--- src/rtl/tail_light_pkg.sv ---
// Shared state encoding, lamp patterns and decode helpers for the
// tail-light sequencer.
package tail_light_pkg;

  typedef enum logic [3:0] {
    IDLE   = 4'd0,
    L1     = 4'd1,
    L2     = 4'd2,
    L3     = 4'd3,
    R1     = 4'd4,
    R2     = 4'd5,
    R3     = 4'd6,
    HAZ_ON = 4'd7,
    OFF    = 4'd8
  } state_t;

  localparam logic [2:0] LAMP_OFF = 3'b000;
  localparam logic [2:0] LAMP_1   = 3'b001;
  localparam logic [2:0] LAMP_2   = 3'b011;
  localparam logic [2:0] LAMP_3   = 3'b111;

  typedef struct packed {
    logic [2:0] l;
    logic [2:0] r;
  } lamps_t;

  function automatic lamps_t lamp_decode(
    input state_t s
  );
    lamps_t d;
    d.l = LAMP_OFF;
    d.r = LAMP_OFF;
    unique case (s)
      L1:      d.l = LAMP_1;
      L2:      d.l = LAMP_2;
      L3:      d.l = LAMP_3;
      R1:      d.r = LAMP_1;
      R2:      d.r = LAMP_2;
      R3:      d.r = LAMP_3;
      HAZ_ON: begin
        d.l = LAMP_3;
        d.r = LAMP_3;
      end
      default: ;
    endcase
    return d;
  endfunction

  // Priority: hazard, then an unambiguous turn side.
  function automatic state_t arbitrate(
    input logic haz,
    input logic left,
    input logic right
  );
    state_t s;
    if (haz)
      s = HAZ_ON;
    else if (left && !right)
      s = L1;
    else if (right && !left)
      s = R1;
    else
      s = IDLE;
    return s;
  endfunction

  function automatic logic is_left(
    input state_t s
  );
    return (s == L1) || (s == L2) || (s == L3);
  endfunction

  function automatic logic is_right(
    input state_t s
  );
    return (s == R1) || (s == R2) || (s == R3);
  endfunction

endpackage

--- src/rtl/tick_prescaler.sv ---
// Step-rate prescaler: pulses tick on the last cycle of each
// TICK_DIV-cycle window, restarting whenever cleared or disabled.
module tick_prescaler #(
  parameter int TICK_DIV = 4,
  parameter int CNT_W    = $clog2(TICK_DIV)
) (
  input  logic clock,
  input  logic reset,
  input  logic clear,
  input  logic enable,
  output logic tick
);

  localparam logic [CNT_W-1:0] LAST =
    CNT_W'(TICK_DIV - 1);

  logic [CNT_W-1:0] count;

  assign tick = enable && (count == LAST);

  always_ff @(posedge clock or posedge reset) begin
    if (reset)
      count <= '0;
    else if (clear || !enable || tick)
      count <= '0;
    else
      count <= count + CNT_W'(1);
  end

endmodule

--- src/rtl/tail_light_sequencer.sv ---
// Six-lamp tail-light arbiter/sequencer with registered outputs.
// Optional brake overlay enabled by defining TAIL_SEQ_BRAKE_EN.
import tail_light_pkg::*;

module tail_light_sequencer #(
  parameter int TICK_DIV = 4,
  parameter int CNT_W    = $clog2(TICK_DIV)
) (
  input  logic       clock,
  input  logic       reset,
  input  logic       hazard_req,
  input  logic       left_req,
  input  logic       right_req,
`ifdef TAIL_SEQ_BRAKE_EN
  input  logic       brake_req,
`endif
  output logic [2:0] lamps_l,
  output logic [2:0] lamps_r,
  output logic [3:0] state_o,
  output logic       conflict
);

  state_t state;
  state_t next_state;
  state_t arb;
  logic   tick;
  logic   clear;
  logic   enable;
  logic   both;
  logic   conflict_next;
  lamps_t lamp_next;

  assign enable = (state != IDLE);
  assign clear  = (next_state != state);
  assign both   = left_req && right_req && !hazard_req;
  assign arb    = arbitrate(hazard_req, left_req, right_req);

  tick_prescaler #(
    .TICK_DIV (TICK_DIV),
    .CNT_W    (CNT_W)
  ) u_prescaler (
    .clock  (clock),
    .reset  (reset),
    .clear  (clear),
    .enable (enable),
    .tick   (tick)
  );

  // Turn states yield to hazard immediately; OFF only at its tick.
  always_comb begin
    next_state    = state;
    conflict_next = 1'b0;
    unique case (state)
      IDLE: begin
        next_state    = arb;
        conflict_next = both;
      end
      L1: begin
        if (hazard_req)
          next_state = HAZ_ON;
        else if (tick)
          next_state = L2;
      end
      L2: begin
        if (hazard_req)
          next_state = HAZ_ON;
        else if (tick)
          next_state = L3;
      end
      L3: begin
        if (hazard_req)
          next_state = HAZ_ON;
        else if (tick)
          next_state = OFF;
      end
      R1: begin
        if (hazard_req)
          next_state = HAZ_ON;
        else if (tick)
          next_state = R2;
      end
      R2: begin
        if (hazard_req)
          next_state = HAZ_ON;
        else if (tick)
          next_state = R3;
      end
      R3: begin
        if (hazard_req)
          next_state = HAZ_ON;
        else if (tick)
          next_state = OFF;
      end
      HAZ_ON: begin
        if (tick)
          next_state = OFF;
      end
      OFF: begin
        if (tick) begin
          next_state    = arb;
          conflict_next = both;
        end
      end
      default: next_state = IDLE;
    endcase
  end

`ifdef TAIL_SEQ_BRAKE_EN
  // Marks an OFF phase that belongs to a hazard flash cycle.
  logic haz_off;
  logic haz_off_next;

  assign haz_off_next = (next_state == OFF) &&
                        ((state == HAZ_ON) || haz_off);

  always_ff @(posedge clock or posedge reset) begin
    if (reset)
      haz_off <= 1'b0;
    else
      haz_off <= haz_off_next;
  end

  always_comb begin
    lamp_next = lamp_decode(next_state);
    if (brake_req && (next_state != HAZ_ON) &&
        !haz_off_next) begin
      if (!is_left(next_state))
        lamp_next.l = LAMP_3;
      if (!is_right(next_state))
        lamp_next.r = LAMP_3;
    end
  end
`else
  always_comb begin
    lamp_next = lamp_decode(next_state);
  end
`endif

  always_ff @(posedge clock or posedge reset) begin
    if (reset) begin
      state    <= IDLE;
      lamps_l  <= LAMP_OFF;
      lamps_r  <= LAMP_OFF;
      conflict <= 1'b0;
    end else begin
      state    <= next_state;
      lamps_l  <= lamp_next.l;
      lamps_r  <= lamp_next.r;
      conflict <= conflict_next;
    end
  end

  assign state_o = state;

endmodule

--- config.mk ---
export PLATFORM = sky130hd
export DESIGN_NAME = tail_light_sequencer
export DESIGN_NICKNAME = d
export VERILOG_FILES = /design/src/rtl/tail_light_pkg.sv /design/src/rtl/tick_prescaler.sv /design/src/rtl/tail_light_sequencer.sv
export SDC_FILE = /design/constraint.sdc
export NUM_CORES = 1
export LEC_CHECK = 0
export ABC_AREA = 1
export CAP_MARGIN = 10
export CORE_MARGIN = 1.5
export CORE_UTILIZATION = 35
export DETAILED_ROUTE_END_ITERATION = 8
export HOLD_SLACK_MARGIN = 0.12
export PLACE_DENSITY = 0.61
export SLEW_MARGIN = 20
export SYNTH_ARGS = -nofsm -noshare
export SYNTH_HDL_FRONTEND = slang
export SYNTH_HIERARCHICAL = 1
export SYNTH_SLANG_ARGS = --single-unit
--- constraint.sdc ---
create_clock -name clock -period 1.9 [get_ports clock]
set_input_delay 0.38 -clock clock [delete_from_list [all_inputs] [get_ports clock]]
set_output_delay 0.38 -clock clock [all_outputs]
set_load 0.01 [all_outputs]
Yosys cells after proc, flatten, opt, wreduce, memory -nomap -nowiden
Index checks and enable logic that the tools add are counted.
{ "totals": {"reg_bits": 13, "out_inout_bits": 11} }
{ "classes": {"eq_ne": 17, "mux": 20, "reduce_logical": 16, "add_sub_neg": 1} }
{ "ops": {"columns": ["cell", "n"], "rows": [
  ["$mux 4", 11],
  ["$eq 4x3->1 const B", 8],
  ["$pmux 4 s8", 1],
  ["$pmux 3 s3", 2],
  ["$eq 4x2->1 const B", 4],
  ["$mux 3", 3],
  ["$eq 4x1->1 const B", 2],
  ["$reduce_or 2->1", 3],
  ["$logic_and 1x1->1", 5],
  ["$eq 4x4->1 const B", 1],
  ["$logic_not 1->1", 4],
  ["$logic_not 4->1", 1],
  ["$ne 4x4->1", 1],
  ["$reduce_bool 4->1", 1],
  ["$add 2x1->2 const B", 1],
  ["$eq 2x2->1 const B", 1],
  ["$logic_or 1x1->1", 2],
  ["$mux 2", 1],
  ["$pmux 1 s2", 1],
  ["$mux 1", 1]
]} }

Logic depth before layout (Yosys ltp)
{ "depth": {"ltp_word": 11, "depth_mapped": 19, "depth_no_buf": 18} }

By module
The synthesis kept the hierarchy.
{ "modules_own_cells": {"columns": ["mod", "n_inst", "cells_per_inst", "seq_area_each_um2", "area_per_inst_um2"], "rows": [
  ["tail_light_sequencer", 1, 117, 275.3, 817.0],
  ["tick_prescaler", 1, 12, 50.0, 102.6]
]} }

Worst setup path after synthesis
No wires, ideal clock.
{ "synth_timing": {"path_type": "reg-to-reg", "start": "reg state[0] (netlist: state_o[0])", "end": "reg u_prescaler.count[0]", "required_time_ns": 1.829, "t_arrival_ns": 1.930, "path_stages_with_launch": 19, "period_less_slack_ns": 2.002, "slack_ns": -0.102, "setup_time_ns": 0.071, "path_cell_list": "dfrtp_1 > buf_2 > inv_1 > nand2_1 > nor2_1 > inv_1 > nand2_1 > inv_1 > nor3_1 > a21oi_2 > nor2_4 > nand2_4 > nand2_1 > nand2_1 > nor2_1 > nand2_1 > inv_1 > nand3_2 > nor2_1"} }
{ "synth_via": {"elab_chain_cells": 9} }
{ "synth_rtl": {"columns": ["element", "line", "source"], "rows": [
  ["from (decl)", "tail_light_sequencer.sv:23", "state_t state;"],
  ["from (signal assigned)", "tail_light_sequencer.sv:146", "state <= next_state;"],
  ["$reduce_bool 4->1 *", "tail_light_sequencer.sv:33", "assign enable = (state != IDLE);"],
  ["named net enable", "tail_light_sequencer.sv:28", "logic enable;"],
  ["$logic_and 1x1->1 *", "tick_prescaler.sv:19", "assign tick = enable && (count == LAST);"],
  ["named net tick", "tail_light_sequencer.sv:26", "logic tick;"],
  ["$mux 4 (on tied branches) (2 in series)", null, null],
  ["$pmux 4 s8 *", "tail_light_sequencer.sv:53", "unique case (state)"],
  ["named net next_state[0]", "tail_light_sequencer.sv:24", "state_t next_state;"],
  ["$ne 4x4->1 *", "tail_light_sequencer.sv:34", "assign clear = (next_state != state);"],
  ["named net clear", "tail_light_sequencer.sv:27", "logic clear;"],
  ["$logic_or 1x1->1 * (2 in series)", "tick_prescaler.sv:24", "else if (clear || !enable || tick)"],
  ["$mux 2 *", "tick_prescaler.sv:24", null],
  ["to (signal assigned)", "tick_prescaler.sv:27", "count <= count + CNT_W'(1);"],
  ["to (decl)", "tick_prescaler.sv:17", "logic [CNT_W-1:0] count;"]
]} }
The timed path passes the listed nets; every way through them passes the cells marked *.

Worst setup path after layout
{ "layout_timing": {"start": "reg state[2] (netlist: state_o[2])", "end": "reg u_prescaler.count[0]"} }
{ "layout_via": {"elab_chain_cells": 9} }
{ "layout_rtl": {"columns": ["element", "line"], "rows": [
  ["$reduce_bool 4->1 *", "tail_light_sequencer.sv:33"],
  ["named net enable", "tail_light_sequencer.sv:28"],
  ["$logic_and 1x1->1 *", "tick_prescaler.sv:19"],
  ["named net tick", "tail_light_sequencer.sv:26"],
  ["$mux 4 (on tied branches) (2 in series)", null],
  ["$pmux 4 s8 *", "tail_light_sequencer.sv:53"],
  ["$ne 4x4->1 *", "tail_light_sequencer.sv:34"],
  ["named net clear", "tail_light_sequencer.sv:27"],
  ["$logic_or 1x1->1 * (2 in series)", "tick_prescaler.sv:24"],
  ["$mux 2 *", "tick_prescaler.sv:24"]
]} }
Marks and branches as above.

==> out/results.tsv <==
stage	metric	value	unit
grt	antenna_found_initial	0	
cells_and_area	final-instance-count-excl-fill	195	
synthesis	ys.flop_type	dfrtp_1	
cells_and_area	n_antenna_cell	0	
cells_and_area	nets	172	
sta	layout_min_cycle_time	1.86	ns
placement	portBuffers	15	
power_and_ir_drop	p_int	1.14	mW
worst_setup_path	slowest_delay	0.43	ns
clock_tree	cts_sinks	13	
floorplanning	boundaryPins	16	
floorplanning	start_util	37.1	%
power_and_ir_drop	ir_worst_vdd	0.895	mV
routing	first_pass_iters	4	
sta	fmax	539	MHz
synthesis	synth_cells	129	
synthesis	synthMuxAreaShare	0	%
worst_setup_path	critPathArrivalTime	2.05	ns
synthesis	synth-edff-count	0	
cells_and_area	multi_input_area	577	sq um
cells_and_area	ff_latch_area	328	sq um
synthesis	synth_common_cells	nand2_1 (30), nor2_1 (16), dfrtp_1 (13), inv_1 (13), nand3_1 (12)	
sta	hold_violations	0	
worst_setup_path	worst-path-max-fanout	7	
clock_tree	cts.htree.levels	1	
clock_tree	cts_made_buffers	3	
floorplanning	die-area	2940	sq um
clock_tree	cts_tree	done	
placement	dpl.hpwl	1700	um
placement	gp_congestion	0.847	
placement	dp.cells	190	
clock_tree	cts_hold_buffers	0	
grt	grt_pass1_vias	877	
synthesis	avgSynthCellArea	7.13	sq um
synthesis	yosys.cell_types.count	20	
cells_and_area	drive_above_1_share	41.8	%
worst_setup_path	required	2.10	ns
worst_setup_path	path_class	reg -> reg	
synthesis	synth_top_area_share	35.4	%
power_and_ir_drop	p_clk_share	7.7	%
cells_and_area	area_growth	47.8	%
clock_tree	clk_pin_slew	0.07	ns
grt	grt_pass1_wl	3690	um
routing	drt_iter0_drc	12	
sta	tightest_slew	0.392	ns
synthesis	syn_area	920	sq um
grt	grt_max_degree	12	
sta	setup_ws	0.0438	ns
floorplanning	fp.dieW	54.3	um
power_and_ir_drop	swShare	44.5	%
routing	drc	0	
synthesis	yosysMostFrequentCell	nand2_1	
power_and_ir_drop	power_frac_seq	20.3	%
run	maxCapViolCount	0	
synthesis	seq_area_frac_synth	35.4	%
routing	via_per_inst	4.75	
synthesis	synthArstFlopShare	100	%
sta	slew-limit-headroom	73.8	%
worst_setup_path	crit_path_end_kind	flop	
synthesis	yosysWarnings	6	
worst_setup_path	cp-start-kind	flop	
synthesis	synth_simple_gate_area_share	46.5	%
sta	skew	0.000551	ns
floorplanning	std_cell_rows	18	
clock_tree	cts_buffer_depth	2	
routing	vias	927	
floorplanning	fp.dieH	54.3	um
worst_setup_path	crit_chain	nor2_4 -> inv_2 -> nor2_4 -> inv_2 -> nand2_4 -> inv_6 -> inv_4 -> nand2_2 -> o21ai_1 -> nand2_1 -> nor2_4 -> nand3_2 -> nand2_1 -> nand2_1 -> inv_1 -> nand3_2 -> nor2_1	
sta	setup_viol	0	
synthesis	yosys_register_bits	13	
sta	rsz0062_at_grt	true	
grt	globalRouteOverflowTotal	0	
power_and_ir_drop	power.density	1510	nW/um^2
power_and_ir_drop	power_frac_comb	72.0	%
routing	wl_per_cell	10.8	um
synthesis	synth_fa_ha_area_share	1.36	%
min_path	hold_path_class	in -> async	
placement	post-place-ws	-0.0417	ns
clock_tree	clk_latency	0.26	ns
power_and_ir_drop	p_leak	0.644	nW
power_and_ir_drop	p_switching	914	uW
synthesis	synth_top_family_by_area	simple AND/OR/NAND/NOR gates	
grt	gr-usage-all-layers	17.2	%
synthesis	synth_nets	135	
synthesis	yosys.area.top_type	dfrtp_1	
cells_and_area	fillers	239	
routing	ant_nets	0	
synthesis	synth_xor_area_share	0	%
outcome	status	completed	
routing	wl	2100	um
synthesis	synth_compound_area_share	7.62	%
sta	slew_viol_final	0	
worst_setup_path	slowest_stage	dfrtp_2	
floorplanning	core_area	2480	sq um
synthesis	synth_area_leaders	dfrtp_1 (35%), nand2_1 (12%), nand3_1 (6.5%)	
sta	final.period_utilization	97.7	%
clock_tree	root_buffer	clkbuf_4	
==> final timing paths <==
check | from | end | slack, ns | cells after the start
worst max-delay path | state_o[2] | u_prescaler/count[0] | 0.04 | 17
worst min-delay path | reset | u_prescaler/count[0] | 0.30 | 2
worst max register to register | state_o[2] | u_prescaler/count[0] | 0.04 | 17
worst min register to register | u_prescaler/count[0] | u_prescaler/count[0] | 0.44 | 1
max in group asynchronous | reset | state_o[3] | 1.17 | 2
min in group clock | u_prescaler/count[0] | u_prescaler/count[0] | 0.44 | 1
==> cell families after synthesis <==
logic type      count (synthesis)
simple gates                   82
buf+inv                        22
flops                          13
compound gates                 11
fa+ha+maj                       1
==> worst max-delay path, delay by kind of cell, from the launching register on <==
family                 cells  cell delay (ns)
buffers and inverters      5             0.30
AO/OA/AOI/OAI              1             0.13
AND/OR/NAND/NOR           11             0.96
flip-flops                 1             0.43
==> cells in the final DEF (no fill, tap or decap), drive strengths merged <==
| cell | netlist | final |
|---|---|---|
| ha | 1 | 1 |
| o21ai | 8 | 8 |
| buf | 1 | 18 |
| nand3 | 15 | 15 |
| nor3 | 1 | 1 |
| a21oi | 3 | 3 |
| nor4 | 1 | 1 |
| inv | 21 | 21 |
| nor2 | 25 | 25 |
| clkbuf | 0 | 4 |
| clkdlybuf4s50 | 0 | 15 |
| dfrtp | 13 | 13 |
| nand2 | 40 | 40 |
==> metal layers <==
layer | vias up | track usage, % | wire (um)
met4 | 0 | 6.25 | 34
met5 | - | 0 | 0
met1 | 435 | 22.3 | 987
met2 | 12 | 29.1 | 1030
met3 | 4 | 2.46 | 46
li1 | 476 | - | -
==> power by group through the flow <==
stage / combinational (mW) / sequential [mW] / clock (mW)
global route: 1.64 / 0.425 / 0.188
CTS: 1.39 / 0.418 / 0.165
detailed placement: 1.38 / 0.422 / 0
finish: 1.48 / 0.417 / 0.159
floorplan: 0.800 / 0.473 / 0
global placement: 1.36 / 0.420 / 0
==> sequential cells by signal, indices dropped and copies added, names as in the netlist <==
register / cells
state_o: 4
lamps_l: 3
u_prescaler/count: 2
conflict: 1
lamps_r: 3
==> stage by stage <==
stage          hold slack [ns]  total power, mW  utilization [%]  TNS (ns)  area (sq um)
2_1_floorplan            0.121             1.27                -         0           935
3_3_place_gp             0.419             1.78             50.7   -0.0608          1250
3_5_place_dp             0.438             1.80             50.7   -0.0783          1250
4_1_cts                  0.292             1.98             52.7         0          1310
5_1_grt                  0.295             2.26             54.8    -0.231          1360
6_report                 0.297             2.06             54.8         0          1360
==> cell type report <==
class / instances / share of cell area, %
clock buffer: 4 / 1.93
inverter: 21 / 6.54
multi-input combinational: 94 / 42.4
sequential: 13 / 24.1
tap: 30 / 2.76
timing repair buffer: 33 / 22.2
==> timing repair <==
| item | CTS | global route |
|---|---|---|
| pin swaps | 3 | 8 |
| gates resized for setup | 5 | 13 |
| setup endpoints to repair | 3 | 7 |
| buffers inserted | 1 | 0 |
(Power assumes the default switching activity.)
